$ cat config.mk
export PLATFORM = sky130hd
export DESIGN_NAME = clause_bram_reader
export DESIGN_NICKNAME = d
export VERILOG_FILES = /design/src/rtl/clause_bram_pkg.sv /design/src/rtl/clause_rd_skid.sv /design/src/rtl/clause_bram_reader.sv
export SDC_FILE = /design/constraint.sdc
export NUM_CORES = 1
export LEC_CHECK = 0
export BUFFER_PORTS_ARGS = -buffer_cell sky130_fd_sc_hd__buf_2
export CORE_ASPECT_RATIO = 0.8
export CORE_MARGIN = 2
export CORE_UTILIZATION = 28
export DETAILED_ROUTE_END_ITERATION = 8
export RECOVER_POWER = 50
export SYNTH_ARGS = -nofsm -noshare
export SYNTH_HDL_FRONTEND = slang
export SYNTH_HIERARCHICAL = 1
export SYNTH_SLANG_ARGS = --single-unit
$ cat constraint.sdc
create_clock -name clkb -period 7 [get_ports clkb]
set_clock_uncertainty 0.1 [all_clocks]
set_input_delay 0 -clock clkb [delete_from_list [all_inputs] [get_ports clkb]]
set_output_delay 0 -clock clkb [all_outputs]
set_load 0.01 [all_outputs]
$ cat src/rtl/clause_bram_pkg.sv
// clause_bram_pkg
// Shared definitions for the clause BRAM read side: default BRAM geometry,
// the reader FSM state type and the depth of the output skid buffer.
// No ports (package only).
package clause_bram_pkg;

  localparam int ADDR_WIDTH_DEF = 10;
  localparam int DATA_WIDTH_DEF = 256;

  // Two entries are enough to hide the one-cycle BRAM latency at full rate.
  localparam int SKID_DEPTH = 2;

  typedef enum logic [1:0] {
    IDLE,
    READ,
    DRAIN,
    DONE
  } rd_state_t;

endpackage

$ cat src/rtl/clause_rd_skid.sv
// clause_rd_skid
// Two-entry FIFO that catches BRAM read data and presents it as the head of
// the output stream, together with a per-entry "last word of run" flag.
// Ports:
//   clk        clock
//   reset      synchronous, active-low reset (0 = empty the buffer)
//   push       write push_data/push_last into the tail
//   push_data  word captured from the BRAM
//   push_last  word is the final one of the run
//   pop        remove the head entry (caller guarantees non-empty)
//   head_data  word at the head
//   head_last  last flag of the head entry
//   occupancy  number of entries held, 0..2
module clause_rd_skid
  import clause_bram_pkg::*;
#(
  parameter int DATA_WIDTH = DATA_WIDTH_DEF
) (
  input  logic                  clk,
  input  logic                  reset,
  input  logic                  push,
  input  logic [DATA_WIDTH-1:0] push_data,
  input  logic                  push_last,
  input  logic                  pop,
  output logic [DATA_WIDTH-1:0] head_data,
  output logic                  head_last,
  output logic [1:0]            occupancy
);

  logic [DATA_WIDTH-1:0] data_reg [SKID_DEPTH];
  logic                  last_reg [SKID_DEPTH];
  logic                  wr_ptr_reg;
  logic                  rd_ptr_reg;
  logic [1:0]            count_reg;

  // Entries are cleared on reset so the stream data reads as zero afterwards.
  generate
    for (genvar gi = 0; gi < SKID_DEPTH; gi++) begin : g_entry
      always_ff @(posedge clk) begin
        if (!reset) begin
          data_reg[gi] <= '0;
          last_reg[gi] <= 1'b0;
        end else if (push && (wr_ptr_reg == 1'(gi))) begin
          data_reg[gi] <= push_data;
          last_reg[gi] <= push_last;
        end
      end
    end
  endgenerate

  always_ff @(posedge clk) begin
    if (!reset) begin
      wr_ptr_reg <= 1'b0;
      rd_ptr_reg <= 1'b0;
      count_reg  <= 2'd0;
    end else begin
      if (push) wr_ptr_reg <= ~wr_ptr_reg;
      if (pop)  rd_ptr_reg <= ~rd_ptr_reg;
      // Push and pop together leave the count unchanged.
      count_reg <= count_reg + 2'(push) - 2'(pop);
    end
  end

  assign head_data = data_reg[rd_ptr_reg];
  assign head_last = last_reg[rd_ptr_reg];
  assign occupancy = count_reg;

endmodule

$ cat src/rtl/clause_bram_reader.sv
// clause_bram_reader
// Port-B read master for the clause BRAM. A start command fetches num_words
// consecutive words from base_addr (address wraps at 2^ADDR_WIDTH), absorbs
// the one-cycle BRAM latency in a 2-entry skid buffer and streams the words
// out on a valid/ready interface.
// Optional feature macro: CLAUSE_RD_CHECKSUM_EN adds a running-XOR checksum
// of all words transferred in the current run.
// Ports:
//   clkb       clock (also the BRAM port-B clock)
//   reset      synchronous, active-low reset
//   start      command strobe, only sampled in IDLE
//   base_addr  first word address of the run
//   num_words  run length, 0..2^ADDR_WIDTH
//   busy       high from accepted start through the done cycle
//   done       one-cycle pulse after the last word is accepted
//   enb/addrb  BRAM port-B read enable and address
//   doutb      BRAM port-B read data (one cycle after enb)
//   m_valid/m_ready/m_data/m_last  output word stream
//   checksum   XOR of transferred words (CLAUSE_RD_CHECKSUM_EN only)
module clause_bram_reader
  import clause_bram_pkg::*;
#(
  parameter int ADDR_WIDTH = ADDR_WIDTH_DEF,
  parameter int DATA_WIDTH = DATA_WIDTH_DEF
) (
  input  logic                  clkb,
  input  logic                  reset,
  input  logic                  start,
  input  logic [ADDR_WIDTH-1:0] base_addr,
  input  logic [ADDR_WIDTH:0]   num_words,
  output logic                  busy,
  output logic                  done,
  output logic                  enb,
  output logic [ADDR_WIDTH-1:0] addrb,
  input  logic [DATA_WIDTH-1:0] doutb,
  output logic                  m_valid,
  input  logic                  m_ready,
  output logic [DATA_WIDTH-1:0] m_data,
  output logic                  m_last
`ifdef CLAUSE_RD_CHECKSUM_EN
  ,
  output logic [DATA_WIDTH-1:0] checksum
`endif
);

  localparam logic [ADDR_WIDTH:0] CNT_ONE = {{ADDR_WIDTH{1'b0}}, 1'b1};

  rd_state_t             state_reg, state_next;
  logic [ADDR_WIDTH-1:0] addr_reg;
  logic [ADDR_WIDTH:0]   issue_cnt_reg;
  logic [ADDR_WIDTH:0]   accept_cnt_reg;
  logic                  in_flight_reg;
  logic                  in_flight_last_reg;
  logic [1:0]            occupancy;
  logic                  head_last;
  logic                  xfer;
  logic [2:0]            committed;
  logic                  issue_ok;

  assign xfer = m_valid && m_ready;

  // Slots already spoken for: buffered words plus the read in flight. A pop
  // in this same cycle frees a slot in time for the new read's data, which
  // is what sustains one word per cycle with m_ready held high.
  assign committed = {1'b0, occupancy} + {2'b0, in_flight_reg} - {2'b0, xfer};
  assign issue_ok  = (committed < 3'd2);

  always_comb begin
    state_next = state_reg;
    enb        = 1'b0;
    case (state_reg)
      IDLE: begin
        if (start) state_next = (num_words != '0) ? READ : DONE;
      end
      READ: begin
        if (issue_ok) begin
          enb = 1'b1;
          if (issue_cnt_reg == CNT_ONE) state_next = DRAIN;
        end
      end
      DRAIN: begin
        if (xfer && (accept_cnt_reg == CNT_ONE)) state_next = DONE;
      end
      DONE: begin
        state_next = IDLE;
      end
      default: state_next = IDLE;
    endcase
  end

  always_ff @(posedge clkb) begin
    if (!reset) begin
      state_reg          <= IDLE;
      addr_reg           <= '0;
      issue_cnt_reg      <= '0;
      accept_cnt_reg     <= '0;
      in_flight_reg      <= 1'b0;
      in_flight_last_reg <= 1'b0;
    end else begin
      state_reg          <= state_next;
      in_flight_reg      <= enb;
      in_flight_last_reg <= enb && (issue_cnt_reg == CNT_ONE);
      if ((state_reg == IDLE) && start && (num_words != '0)) begin
        addr_reg       <= base_addr;
        issue_cnt_reg  <= num_words;
        accept_cnt_reg <= num_words;
      end else begin
        if (enb) begin
          addr_reg      <= addr_reg + 1'b1;  // natural wrap at 2^ADDR_WIDTH
          issue_cnt_reg <= issue_cnt_reg - 1'b1;
        end
        if (xfer) accept_cnt_reg <= accept_cnt_reg - 1'b1;
      end
    end
  end

  // Read data lands one cycle after the issue; the last flag travels with it.
  clause_rd_skid #(
    .DATA_WIDTH(DATA_WIDTH)
  ) u_skid (
    .clk       (clkb),
    .reset     (reset),
    .push      (in_flight_reg),
    .push_data (doutb),
    .push_last (in_flight_last_reg),
    .pop       (xfer),
    .head_data (m_data),
    .head_last (head_last),
    .occupancy (occupancy)
  );

  assign busy    = (state_reg != IDLE);
  assign done    = (state_reg == DONE);
  assign addrb   = addr_reg;
  assign m_valid = (occupancy != 2'd0);
  assign m_last  = m_valid && head_last;

`ifdef CLAUSE_RD_CHECKSUM_EN
  logic [DATA_WIDTH-1:0] checksum_reg;

  always_ff @(posedge clkb) begin
    if (!reset) begin
      checksum_reg <= '0;
    end else if ((state_reg == IDLE) && start) begin
      checksum_reg <= '0;
    end else if (xfer) begin
      checksum_reg <= checksum_reg ^ m_data;
    end
  end

  assign checksum = checksum_reg;
`endif

endmodule

-- Word-level counts from Yosys, hierarchy flattened
Memories as Yosys holds them, arrays and structs flattened. A register that Yosys moved wholly into a read port is not among the register bits.
Cells that the tools add are included.
- eq/ne operators: 9
- $lt $le $gt $ge: 1
- $add $sub $neg: 7
- muxes and demuxes: 29
- bitwise gates (word level): 6
- reductions and logical operators: 15
- operators with widths (kind ; count):
    $mux W256 ; 2
    $mux W11 ; 4
    $eq A11 B1 Y1 const B ; 2
    $sub A11 B1 Y11 const B ; 2
    $mux W10 ; 2
    $mux W1 ; 15
    $reduce_bool A11 Y1 ; 1
    $add A10 B1 Y10 const B ; 1
    $mux W2 ; 5
    $logic_and A1 B1 Y1 ; 8
    $ne A2 B2 Y1 const B ; 4
    $pmux W2 S4 ; 1
    $reduce_bool A2 Y1 ; 4
    $eq A2 B2 Y1 const B ; 2
    $or A1 B1 Y1 ; 4
    $reduce_and A4 Y1 ; 1
    $add A2 B1 Y3 ; 1
    $lt A3 B2 Y1 const B ; 1
    $sub A3 B1 Y3 ; 1
    $add A2 B1 Y2 ; 1
    $eq A2 B1 Y1 const B ; 1
    $logic_not A2 Y1 ; 1
    $not A1 Y1 ; 2
    $sub A2 B1 Y2 ; 1
- memories: 2
- register bits after elaboration: 40
- output and inout port bits: 271
- bits of input ports: 281
- logic and storage cells: 78
- bits in writable memories: 514
- memories (name ; words ; bits a word ; rd ports ; clocked after memory_dff ; write ports ; RTL line ; source):
    u_skid.data_reg ; 2 ; 256 ; 1 ; 1 ; 2 ; clause_rd_skid.sv:30 ; logic [DATA_WIDTH-1:0] data_reg [SKID_DEPTH];
    u_skid.last_reg ; 2 ; 1 ; 1 ; 1 ; 2 ; clause_rd_skid.sv:31 ; logic last_reg [SKID_DEPTH];

-- Logic depth before layout (Yosys ltp)
- depth in word-level cells: 8
- gate-level depth with buffers: 11
- depth with buffers taken out: 9

-- Modules after synthesis
Netlist, hierarchy kept.
- by module, submodules not included (module ; times used ; area an instance (um^2) ; seq. area each (um^2) ; cells an instance):
    clause_rd_skid ; 1 ; 22316.4 ; 15524.9 ; 1681
    clause_bram_reader ; 1 ; 1933.1 ; 720.7 ; 225

-- Worst setup path after synthesis
Ideal clock, no wire load.
- path type: reg-to-reg
- start point: register u_skid.wr_ptr_reg
- end point: memory u_skid/data_reg[0][0] (netlist bit) (enable)
- data required time: 4929 ps
- library setup time: 1971 ps
- path slack: -103 ps
- stages on the path, launching flop included: 6
- period minus slack after synthesis: 7103 ps
- buffers on the path: 3
- arrival time: 5032 ps
- path through: dfxtp_1 nand2b_1 buf_2 buf_4 buf_6 nand2_1
- RTL lines (element ; RTL line ; source):
    from (decl) ; clause_rd_skid.sv:32 ; logic wr_ptr_reg;
    from (signal assigned) ; clause_rd_skid.sv:57 ; if (push) wr_ptr_reg <= ~wr_ptr_reg;
    to (decl) ; clause_rd_skid.sv:30 ;

==> metrics.sh <==
OUTCOME='complete, but fails checks'
VIOLATIONS='capacitance limit, slew limit'
NUMBER_OF_MAX_CAP_VIOLATIONS=8
P_LEAK_uW=0.0125
CTS.REPORTEDPATHS.CLKPINSLEW_NS=0.06
DIE_AREA_MM2=0.0890
WL_PER_CELL_UM=17.3
MAX_SLEW_MARGIN_PCT=-139
START_KIND='flip-flop'
CRIT_ARRIVAL_NS=5.22
START_UTIL_PCT=28.3
NUM_VIAS=17200
SLOWEST_DELAY_NS=1.61
ROUTED_WL_UM=67500
SYNTHESIS.INSTANCES=1906
VIAS_IN_THE_FIRST_GLOBAL_ROUTE=17700
ASYNC_RESET_FF_SHARE_PCT=0
MAXSLEWVIOLCOUNT=458
SYNTH_ENABLE_FLOP_CELLS=513
POST-DP-HPWL_UM=40400
GRT_OVERFLOW_TOTAL=0
SEQ_AREA_FRAC_SYNTH_PCT=67.0
VDD.IR_DROP.WORST_uV=170
SETUP_REPAIR_AFTER_GLOBAL_ROUTING_MISSED_ITS_MARGIN='no'
TRITONCTS='yes'
NETLIST_AREA_MM2=0.0242
CTS_MAX_PATH_BUFFERS=3
POWER.SHARE.CLOCK_PCT=30.6
CTS_SINKS=555
FP.DIEH_UM=267
GRT_ANTENNA_BEFORE_REPAIR=4
DETAILED_PLACE.AREA_MM2=0.0277
DETAILEDROUTE.FIRSTPASSITERATIONCOUNT=5
WIRE_LENGTH_OF_THE_FIRST_GLOBAL_ROUTING_PASS_UM=101000
YS_SEQ_ELEMENTS=555
DRT_FIRST_ITER_VIOLATIONS=899
DIE_W_UM=333
POWER.SHARE.SWITCHING_PCT=30.6
WORST_SETUP_PATH_END_KIND='flip-flop'
FINAL_CELL_AREA_MM2=0.0325
DESIGN.CORE.AREA_MM2=0.0858
FINALHOLDWORSTSLACK_NS=0.113
SYNTHFLOPTYPE='sky130_fd_sc_hd__edfxtp_1'
DETAIL_ROUTE.VIAS_PER_CELL=4.42
MULTI_INPUT_LOGIC_AREA_MM2=0.00706
SETUP_VIOL=0
CRITICAL_PATH.SLOWEST_CELL='sky130_fd_sc_hd__clkbuf_4'
SYNTHESIS.NETS=2201
FINALCRITPERIODSHARE_PCT=73.3
NUMBER_OF_FILLER_CELLS_PLACED_IN_THE_LAYOUT=8351
SYN_TO_FINAL_GROWTH_PCT=34.2
POWERDENSITY_mW_PER_MM2=317
WORSTPATHCELLLIST='nand2_1 -> nand2_8 -> clkbuf_4'
MAX_FREQ_MHz=195
POWER_REPORT.INTERNAL_TOTAL_uW=7150
HOLDCRITPATHCLASS='in2reg'
CLK-INSERTION-DELAY-LATE_NS=0.64
LARGEST_REGISTER_FFS=512
TIMING_HOLD_VIOLATIONS_FINAL=0
CTS_INSERTED_BUFFERS=61
GPL.FINAL_WEIGHTED_CONGESTION=0.767
DRC_ERRORS=0
PATH_BUF_INV=1
TIGHTEST_SLEW_NS=3.58
LAYOUT-DRIVE-GT1-SHARE_PCT=28.4
CP_TOP_FAMILY='simple AND/OR/NAND/NOR gates'
SWITCHING_POWER_uW=3160
CRIT_PATH_MAX_FANOUT=140
PLACE_WORST_SETUP_SLACK_NS=3.65
DISTINCT_CELLS_SYNTH=38
SETUP_TOTAL_NEG_SLACK_NS=0
DESIGN.PORTCOUNT=552
POSTCTSRESIZEDCELLS=0
ANTENNA_LEFT=0
PLACEMENT_ROWS=96
POWER_FRAC_COMB_PCT=27.6
MIN_PERIOD_NS=5.13
HTREEDEPTH=2
FINAL_NET_COUNT=3012
CTS-ROOT-BUF='sky130_fd_sc_hd__clkbuf_16'
CP.REQUIRED_NS=7.09
POST_CTS_SETUP_BUFFER_COUNT=0
POST-ROUTE-WORST-SETUP-SLACK_NS=1.87
GLOBALROUTETOTALUTIL_PCT=14.5
PIN_COUNT_OF_THE_BIGGEST_NET_ENTERING_GLOBAL_ROUTING=141
WORSTSETUPPATHTYPE='reg2reg'
SEQ_AREA_MM2=0.0162
POWER.SEQUENTIAL.FRACTION_PCT=41.8
SYNTHESIS.AREA_PER_INSTANCE_UM2=12.7
YOSYSWARNINGCOUNT=6
BUFFER_PORTS.INSERTED=551
==> cells in the final DEF, fill, tap and decap left out, drive strengths merged, types with 2 or more instances in the layout <==
master       Yosys  routed
diode            0       5
nor4             7       7
mux2           257     257
or2              2       2
o311a            2       2
a211oi           3       3
o21ai           22      22
buf            107     438
o41a             2       2
edfxtp         513     513
xnor2           21      21
dfxtp           42      42
nand4            7       7
a21oi           25      25
clkinv           0      22
ha              13      13
bufinv           0       5
dlygate4sd3      0     305
clkinvlp         0       2
clkbuf          17     210
inv             16      21
nand2          271     271
nand2b           3       3
and2             3       3
or3              5       5
xor2            10      10
mux2i            2       2
nor3            10      10
nand3            8       8
nor2           526     526
o211ai           2       2
and3             2       2
==> cell usage after synthesis (all sizes together) (13+ instances only) <==
master,number,area share [%]
a21oi,25,0.52
buf,107,3.5
clkbuf,17,0.26
dfxtp,42,3.5
edfxtp,513,64
ha,13,0.67
inv,16,0.25
mux2,257,12
nand2,271,4.2
nor2,526,8.1
o21ai,22,0.45
xnor2,21,0.76
==> stage by stage <==
| step | total power (uW) | cells | utilization (%) |
|---|---|---|---|
| floorplan | 6210 | 1906 | - |
| global placement | 7100 | 3476 | 32.3 |
| detailed placement | 7110 | 3476 | 32.3 |
| CTS | 10500 | 3896 | 38.2 |
| global route | 10800 | 3898 | 37.9 |
| finish | 10300 | 3901 | 38.0 |
==> path summary, 6_finish.rpt <==
path                                 start                              endpoint  slack [ns]  cells after the start
min                              doutb[18]  u_skid/data_reg[1][18]$_SDFFCE_PN0P_        0.11                      4
min reg2reg  in_flight_last_reg$_SDFF_PN0_            u_skid/last_reg[1]$_DFF_P_        0.41                      2
max               in_flight_reg$_SDFF_PN0_  u_skid/data_reg[1][12]$_SDFFCE_PN0P_        1.87                      3
max reg2reg       in_flight_reg$_SDFF_PN0_  u_skid/data_reg[1][12]$_SDFFCE_PN0P_        1.87                      3
==> cell type report <==
class / instances / area share, %
flip-flops and latches: 555 / 49.9
inverters: 16 / 0.185
clock inverters: 34 / 0.969
clock buffers: 81 / 5.02
diodes: 5 / 0.0384
multi-input cells: 1211 / 21.7
well taps: 1127 / 4.33
repair buffers: 872 / 17.8
==> cells by family (layout without fill, tap and decap cells) <==
family | count (synthesis) | count (layout) | synth area share (%)
flip-flops | 555 | 555 | 67.0
adder cells (fa/ha/maj) | 14 | 14 | 0.753
AO/OA/AOI/OAI | 59 | 59 | 1.41
AND/OR/NAND/NOR | 847 | 847 | 13.6
multiplexers | 259 | 259 | 12.0
other | 0 | 5 | 0
XOR/XNOR | 32 | 32 | 1.21
buffers and inverters | 140 | 1003 | 4.02
==> worst min-delay path: cells and delay by family <==
family	cells	cell delay, ns
buffers and inverters	2	0.60
and+or+nand+nor	2	0.14
==> power groups by stage <==
stage	Sequential (uW)	Clock, uW	Combinational [uW]
2_1_floorplan	4350	0	1860
3_5_place_dp	4370	0	2730
3_3_place_gp	4360	0	2730
4_1_cts	4310	3260	2920
6_report	4310	3160	2850
5_1_grt	4350	3380	3060
==> repair_timing <==
item	4_1_cts	5_1_grt
setup endpoints to repair	0	0
hold endpoints to repair	555	0
hold buffers	305	0
==> layer usage <==
metal | global-route usage, % | vias to the layer above | part of all wire, %
met2 | 24.4 | 469 | 48
met5 | 0 | - | 0.040
met4 | 5.20 | 4 | 3.3
met3 | 3.23 | 138 | 5.7
li1 | - | 8252 | -
met1 | 18.3 | 8383 | 43
No activity file was read; power rests on OpenSTA's default activity.
